## src/rtl/ber_meter.sv

```systemverilog
// Multi-channel BER meter: per-channel delay search against a PRBS reference,
// lock detection, saturating bit/error counters and loss-of-lock monitoring.
module ber_meter #(
  parameter int unsigned NCH    = 2,
  parameter int unsigned DLY_W  = 9,
  parameter int unsigned WIN    = 128,
  parameter int unsigned ERR_TH = 0,
  parameter int unsigned LOL_TH = 32,
  parameter int unsigned CNT_W  = 32
) (
  input  logic                 clock,
  input  logic                 i_reset,
  input  logic                 i_enable,
  input  logic                 i_valid,
  input  logic [NCH-1:0]       i_prbs,
  input  logic [NCH-1:0]       i_slicer,
  input  logic                 i_clear,
  output logic [NCH-1:0]       o_locked,
  output logic [NCH-1:0]       o_ber,
  output logic [NCH*DLY_W-1:0] o_delay,
  output logic [NCH*CNT_W-1:0] o_bit_cnt,
  output logic [NCH*CNT_W-1:0] o_err_cnt
);

  localparam int unsigned DEPTH = 1 << DLY_W;
  localparam int unsigned WC_W  = (WIN > 1) ? $clog2(WIN) : 1;
  localparam int unsigned WE_W  = $clog2(WIN + 1);

  typedef enum logic {SEARCH, LOCKED} state_t;

  logic w_strobe;
  assign w_strobe = i_enable & i_valid;

  for (genvar k = 0; k < NCH; k++) begin : g_ch
    state_t            r_state;
    logic [DEPTH-2:0]  r_line;
    logic [DEPTH-1:0]  w_taps;
    logic [DLY_W-1:0]  r_delay;
    logic [WC_W-1:0]   r_wc;
    logic [WE_W-1:0]   r_we;
    logic [WE_W-1:0]   w_we_next;
    logic [CNT_W-1:0]  r_bits;
    logic [CNT_W-1:0]  r_errs;
    logic              r_ber;
    logic              w_mis;
    logic              w_last;

    // Tap 0 is the live reference bit; tap d>0 comes from the stored history.
    assign w_taps    = {r_line, i_prbs[k]};
    assign w_mis     = i_slicer[k] ^ w_taps[r_delay];
    assign w_we_next = r_we + WE_W'(w_mis);
    assign w_last    = (r_wc == WC_W'(WIN - 1));

    always_ff @(posedge clock or posedge i_reset) begin
      if (i_reset) begin
        r_state <= SEARCH;
        r_line  <= '0;
        r_delay <= '0;
        r_wc    <= '0;
        r_we    <= '0;
        r_bits  <= '0;
        r_errs  <= '0;
        r_ber   <= 1'b0;
      end else begin
        if (w_strobe) begin
          r_line <= {r_line[DEPTH-3:0], i_prbs[k]};
          r_ber  <= w_mis;
          if (w_last) begin
            r_wc <= '0;
            r_we <= '0;
          end else begin
            r_wc <= r_wc + 1'b1;
            r_we <= w_we_next;
          end
          case (r_state)
            SEARCH: begin
              if (w_last) begin
                if (32'(w_we_next) <= ERR_TH) begin
                  r_state <= LOCKED;
                  r_bits  <= '0;
                  r_errs  <= '0;
                end else begin
                  r_delay <= r_delay + 1'b1;
                end
              end
            end
            LOCKED: begin
              if (r_bits != '1) begin
                r_bits <= r_bits + 1'b1;
                if (w_mis && (r_errs != '1))
                  r_errs <= r_errs + 1'b1;
              end
              // Delay is kept so the search retests the last good tap first.
              if (w_last && (32'(w_we_next) > LOL_TH))
                r_state <= SEARCH;
            end
          endcase
        end
        if (i_clear) begin
          r_bits <= '0;
          r_errs <= '0;
        end
      end
    end

    assign o_locked[k]                  = (r_state == LOCKED);
    assign o_ber[k]                     = r_ber;
    assign o_delay[k*DLY_W +: DLY_W]    = r_delay;
    assign o_bit_cnt[k*CNT_W +: CNT_W]  = r_bits;
    assign o_err_cnt[k*CNT_W +: CNT_W]  = r_errs;
  end

endmodule

```

## config.mk

```make
export PLATFORM = sky130hd
export DESIGN_NAME = ber_meter
export DESIGN_NICKNAME = d
export VERILOG_FILES = /design/src/rtl/ber_meter.sv
export SDC_FILE = /design/constraint.sdc
export NUM_CORES = 2
export LEC_CHECK = 0
export ABC_CLOCK_PERIOD_IN_PS = 103200
export CAP_MARGIN = 20
export CORE_ASPECT_RATIO = 0.7
export CORE_MARGIN = 4
export CORE_UTILIZATION = 65
export DETAILED_ROUTE_END_ITERATION = 8
export PLACE_DENSITY = 0.92
export SLEW_MARGIN = 30
export SYNTH_ARGS = -nofsm -noshare
export SYNTH_HDL_FRONTEND = slang
export SYNTH_SLANG_ARGS = --single-unit
```

## constraint.sdc

```tcl
create_clock -name clock -period 103.2 [get_ports clock]
set_input_delay 10.32 -clock clock [delete_from_list [all_inputs] [get_ports clock]]
set_output_delay 10.32 -clock clock [all_outputs]
set_load 0.02 [all_outputs]
```

======== Word level (Yosys, flattened, before mapping) ========
Cells that the tools add are included.
word-level totals
  register bits after elaboration ......... 1,202
  input port bits ......................... 9
  output and inout port bits .............. 150
operators by class
  add/subtract/negate cells ............... 10
  order comparisons ....................... 6
  eq/ne operators ......................... 14
  muxes and demuxes ....................... 38
  bitwise gates (word level) .............. 7
  reduce and logical (&&, ||, !) cells .... 11
operators with widths
  cell                     number
  $mux W32                 18
  $pmux W32 S2             4
  $add A32 B1 Y32 const B  4
  $ne A32 B32 Y1 const B   4
  $lt A9 B10 Y1 const B    2
  $add A9 B1 Y9 const B    2
  $bmux W1 S9              2
  $add A8 B1 Y8            2
  $gt A8 B6 Y1 const B     2
  $le A8 B1 Y1 const B     2
  $mux W8                  2
  $reduce_and A4 Y1        4
  $add A7 B1 Y7 const B    2
  $eq A7 B7 Y1 const B     2
  $mux W7                  2
  $ne A3 B2 Y1 const B     4
  $ne A3 B3 Y1 const B     4
  $reduce_and A5 Y1        2
  $mux W1                  8
  $logic_and A1 B1 Y1      4
  $not A1 Y1               4
  $pmux W1 S2              2
  $reduce_bool A2 Y1       1
  $xor A1 B1 Y1            2
  $and A1 B1 Y1            1

======== Logic depth before layout (Yosys ltp) ========
  depth in word-level cells ............... 10
  depth in mapped cells ................... 27
  depth with buffers taken out ............ 20

======== Worst setup path before layout ========
Ideal clock, no wire load.
  kind .................................... input-to-reg
  start ................................... input i_prbs[0]
  end ..................................... register g_ch[0].r_bits[30]
  setup time .............................. 0.131 ns
  arrival ................................. 14.704 ns
  setup slack ............................. 88.365 ns
  stages .................................. 21
  buffers on the path ..................... 2
  cell sequence ........................... mux4_2 mux2i_1 mux2i_1 mux2i_1 o2111ai_1 a31o_2 and2_1 xor2_1 ha_1 and4_1 clkbuf_1 xnor2_1 a211oi_1 o211ai_1 a21o_1 and2_1 buf_2 nor4_1 nor3b_1 xnor2_1 nor2_1
on the way
  cells in the longest elaborated chain, start to end .. 7
ends and longest elaborated chain
  what                           line  RTL
  start, declared                15    input logic [NCH-1:0] i_prbs,
  $bmux W1 S9                    50    assign w_mis = i_slicer[k] ^ w_taps[r_delay];
  $mux W1 (implied by the code)  50
  $xor A1 B1 Y1                  50
  named net g_ch[0].w_mis        45    logic w_mis;
  $add A8 B1 Y8                  51    assign w_we_next = r_we + WE_W'(w_mis);
  $le A8 B1 Y1                   78    if (32'(w_we_next) <= ERR_TH) begin
  $ne A3 B3 Y1 (no line)         --
  $reduce_and A4 Y1 (no line)    --
  end signal, assigned           89    r_bits <= r_bits + 1'b1;
  end, declared                  42    logic [CNT_W-1:0] r_bits;
The timed path passes the listed nets, and every way through them passes these cells. The select of a mux whose other input is x is not followed.
A chain may end at the register's enable or synchronous reset.

======== Worst setup path after layout ========
  start ................................... input i_prbs[1]
  end ..................................... register g_ch[1].r_errs[12]
on the way
  cells in the longest elaborated chain, start to end .. 7
  elaborated cells on any way between the ends .. 9
ends and longest elaborated chain
  what                               line  RTL
  $bmux W1 S9 (*)                    50
  $mux W1 (implied by the code) (*)  50
  $xor A1 B1 Y1 (*)                  50
  named net g_ch[1].w_mis            45
  $add A8 B1 Y8                      51
  $le A8 B1 Y1                       78
  $ne A3 B3 Y1 (no line)             --
  $reduce_and A5 Y1 (no line) (*)    --
  end signal, assigned               91    r_errs <= r_errs + 1'b1;
  end, declared                      43    logic [CNT_W-1:0] r_errs;
The timed path passes the listed nets; every way through them passes the cells marked *. The select of a mux whose other input is x is not followed.

==> out/metrics.csv <==
stage,metric,value,unit
clocking,CTS Hold Bufs,0,
timing,min Tclk post-route,16650,ps
timing,final hold vios,0,
synthesis,syn_nets,6090,
timing,fmax,60.0,MHz
global_routing,first-pass GRT wire length,233000,microns
critical_path,critical path required time,103790,ps
clocking,total setup buffers inserted after CTS,0,
synthesis,Seq cells post-synth,1202,
synthesis,Commonest cells post-synth,"nand2_1, dfrtp_1, clkbuf_1",
floorplanning,Die X,360,microns
layout,post-layout util,72.5,%
timing,period utilisation layout,16.1,%
power,worst vdd ir,0.0134,mV
clocking,clock buffer depth,3,
placement,I/O Buffers,158,
synthesis,Synth Instances,6069,
layout,share of cells above drive strength 1,9.09,%
clocking,clock transition at the registers of the reported paths,60,ps
power,Seq pwr share,50.3,%
critical_path,Worst EP arrival,17240,ps
synthesis,Post-synth top flop,dfrtp_1,
layout,n_diodes,0,
power,sw frac,23.3,%
synthesis,top cell type by total area after synthesis,dfrtp_1,
synthesis,"count leader, synth",nand2_1,
clocking,latest clock arrival within the worst-skew pair,720,ps
route,DR DRC count,0,
synthesis,Mean Syn Cell Area,9.28,sq um
layout,Layout area overhead,10.7,%
global_routing,Overflow after GRT,0,
critical_path,Crit. End Element,register,
global_routing,largest net degree at the start of global routing,254,
floorplanning,floorplan row count,90,
timing,Slew HR,34.1,%
layout,Nets,6059,
placement,gp weighted congestion,0.860,
route,WL met2,68400,microns
synthesis,sequential fraction of the synthesis area,53.4,%
clocking,TritonCTS clock tree,yes,
outcome,status,completed,
route,DR vias/cell,6.22,
timing,Fin Clk Skew,39.1,ps
critical_path,R2R Setup Slk,94340,ps
route,DR top layer,met5,
route,post-route ant nets,0,
global_routing,initial antenna violation count,1,
global_routing,gr usage total,31.1,%
clocking,H-Tree Depth,3,
job,MaxCap Viol Count,0,
route,First DRT Iteration DRCs,7201,
route,met1 WL,54500,microns
synthesis,Ys Warns,0,
power,power share of the clock group,45.6,%
critical_path,startpoint types,primary input,
route,wire length per cell,19.6,microns
route,Pre-antenna DRT Iters,7,
route,Detailed Route WL,143000,microns
timing,Final setup violation count,0,
critical_path,crit-path max FO,43,
floorplanning,Die Y,254,microns
critical_path,Setup CP Type,primary input to register,
floorplanning,initial core utilization,65.4,%
floorplanning,Die ar.,91500,sq um
synthesis,"Distinct cells, synth",76,
route,DR WL met3,14800,microns
power,Switching Power,0.225,mW
placement,detailed placement HPWL,83100,microns
timing,unrepaired setup endpoints after global routing,no,
clocking,root buffer cell,clkbuf_16,
timing,actual slew at the worst max-slew pin,988,ps
floorplanning,CORE AREA,86000,sq um
synthesis,synth top area cells,"dfrtp_1, nand2_1, mux4_2",
layout,Post-Layout Cell Count,7279,
clocking,total CTS buffers,110,
placement,Post-Place Worst Slack,86120,ps
power,pwr dens,15.4,nW/um^2
timing,final setup TNS,0,ps
timing,PnR worst setup slack,86550,ps
clocking,post_cts resized,0,
power,internal power,0.737,mW
placement,placed instance count,7072,
timing,Slew Limit Fails,0,
timing,hold_ws,482,ps
floorplanning,I/O Pins,159,
global_routing,vias in the first global route,45000,
synthesis,post-synth top area share,53.4,%
min_path,Hold/Removal Path Class,register to register,
power,leakage power,31.7,nW
synthesis,number of synthesized flops with an enable pin,0,
power,Comb power frac,4.1,%
synthesis,synthesized area,56300,sq um
synthesis,"Async S/R FF share, synth",100,%
clocking,clock sink total,1202,
route,vias post-DR,45300,
## path summary, 6_finish.rpt
check,cells past startpoint,from,to
worst min register to register,2,g_ch[0].r_line[510],g_ch[0].r_line[510]
worst max-delay path,20,i_prbs[1],g_ch[1].r_errs[12]
max in group asynchronous,6,i_reset,g_ch[0].r_line[245]
worst max register to register,20,g_ch[0].r_delay[0],g_ch[0].r_errs[18]
worst min-delay path,2,g_ch[0].r_line[510],g_ch[0].r_line[510]
min in group asynchronous,2,i_reset,g_ch[1].r_line[173]
## through the flow
stage                     power [mW]  instance area [sq um]
after floorplan                0.521                  56300
after global placement         0.529                  58300
after detailed placement       0.531                  58300
after CTS                      0.962                  62200
after global routing           0.989                  62400
final                          0.962                  62400
## flip-flops by register name, summed over array words and instances (netlist names)
| register | flops |
|---|---|
| g_ch.r_we | 16 |
| g_ch.r_wc | 14 |
| g_ch.r_errs | 64 |
| g_ch.r_line | 1022 |
| g_ch.r_ber | 2 |
| g_ch.r_state | 2 |
| g_ch.r_bits | 64 |
| g_ch.r_delay | 18 |
## cell families after synthesis
logic type / synth area share, %
adder cells (fa/ha/maj): 0.267
flip-flops: 53.4
multiplexers: 12.1
buffers and inverters: 3.08
AND/OR/NAND/NOR: 25.8
AO/OA/AOI/OAI: 3.89
XOR/XNOR: 1.46
## critical path: stages
cell             delay, ps
clkdlybuf4s50_1        490
mux4_2                 490
mux4_2                 520
o211ai_1               190
nor4b_1                770
nor3_1                 110
o32a_1                 500
xnor2_1                270
inv_1                  110
ha_1                   250
and4_1                 270
xnor2_1                130
a211oi_1               330
nand4_1                280
a21oi_1                660
o21a_1                 240
nand2_1                 60
mux2_4                 450
or2_1                  480
o31ai_1                310
## layout make-up
class	instances	area (sq um)
Clock buffer	158	3190
Inverter	42	165
Timing Repair Buffer	222	2220
Multi-Input combinational cell	4460	24600
Fill cell	5284	23700
Tap cell	1150	1440
Sequential cell	1202	30100
Clock inverter	45	689
## layer usage
| metal | vias up | GRT usage (%) |
|---|---|---|
| li1 | 19800 | - |
| met1 | 22300 | 42.1 |
| met2 | 2689 | 50.1 |
| met3 | 515 | 7.74 |
| met4 | 2 | 11.3 |
| met5 | - | 0 |
## layout by cell type, fill, tap and decap left out, drive strengths merged, types with 12 or more instances in the layout
cell type      Yosys  layout
a22oi             36      36
o21ai             70      70
dfrtp           1202    1202
buf               91      64
nand2b            16      16
nor2b             13      13
clkinv             2      28
clkbuf           274     158
or4               20      20
bufinv             0      14
a211oi            16      16
and3              27      27
nor3              21      21
ha                12      12
o211ai            22      22
xor2              39      39
a31oi             14      14
nor4              18      18
nand4             35      35
mux2i             82      82
nand3             67      67
and2              19      19
clkdlybuf4s50      0     158
mux2              29      29
o22ai             17      17
xnor2             55      55
nor2             146     146
nand2           3237    3237
mux4             251     251
a21oi             49      49
inv               40      43
## power by group through the flow
| stage | Clock [mW] | Sequential (mW) | Combinational, mW |
|---|---|---|---|
| 2_1_floorplan | 0 | 0.491 | 0.0302 |
| 3_3_place_gp | 0 | 0.491 | 0.0374 |
| 3_5_place_dp | 0 | 0.492 | 0.0387 |
| 4_1_cts | 0.440 | 0.483 | 0.0391 |
| 5_1_grt | 0.460 | 0.484 | 0.0446 |
| 6_report | 0.438 | 0.484 | 0.0398 |
Note: power is estimated with default switching activity, not from simulation.
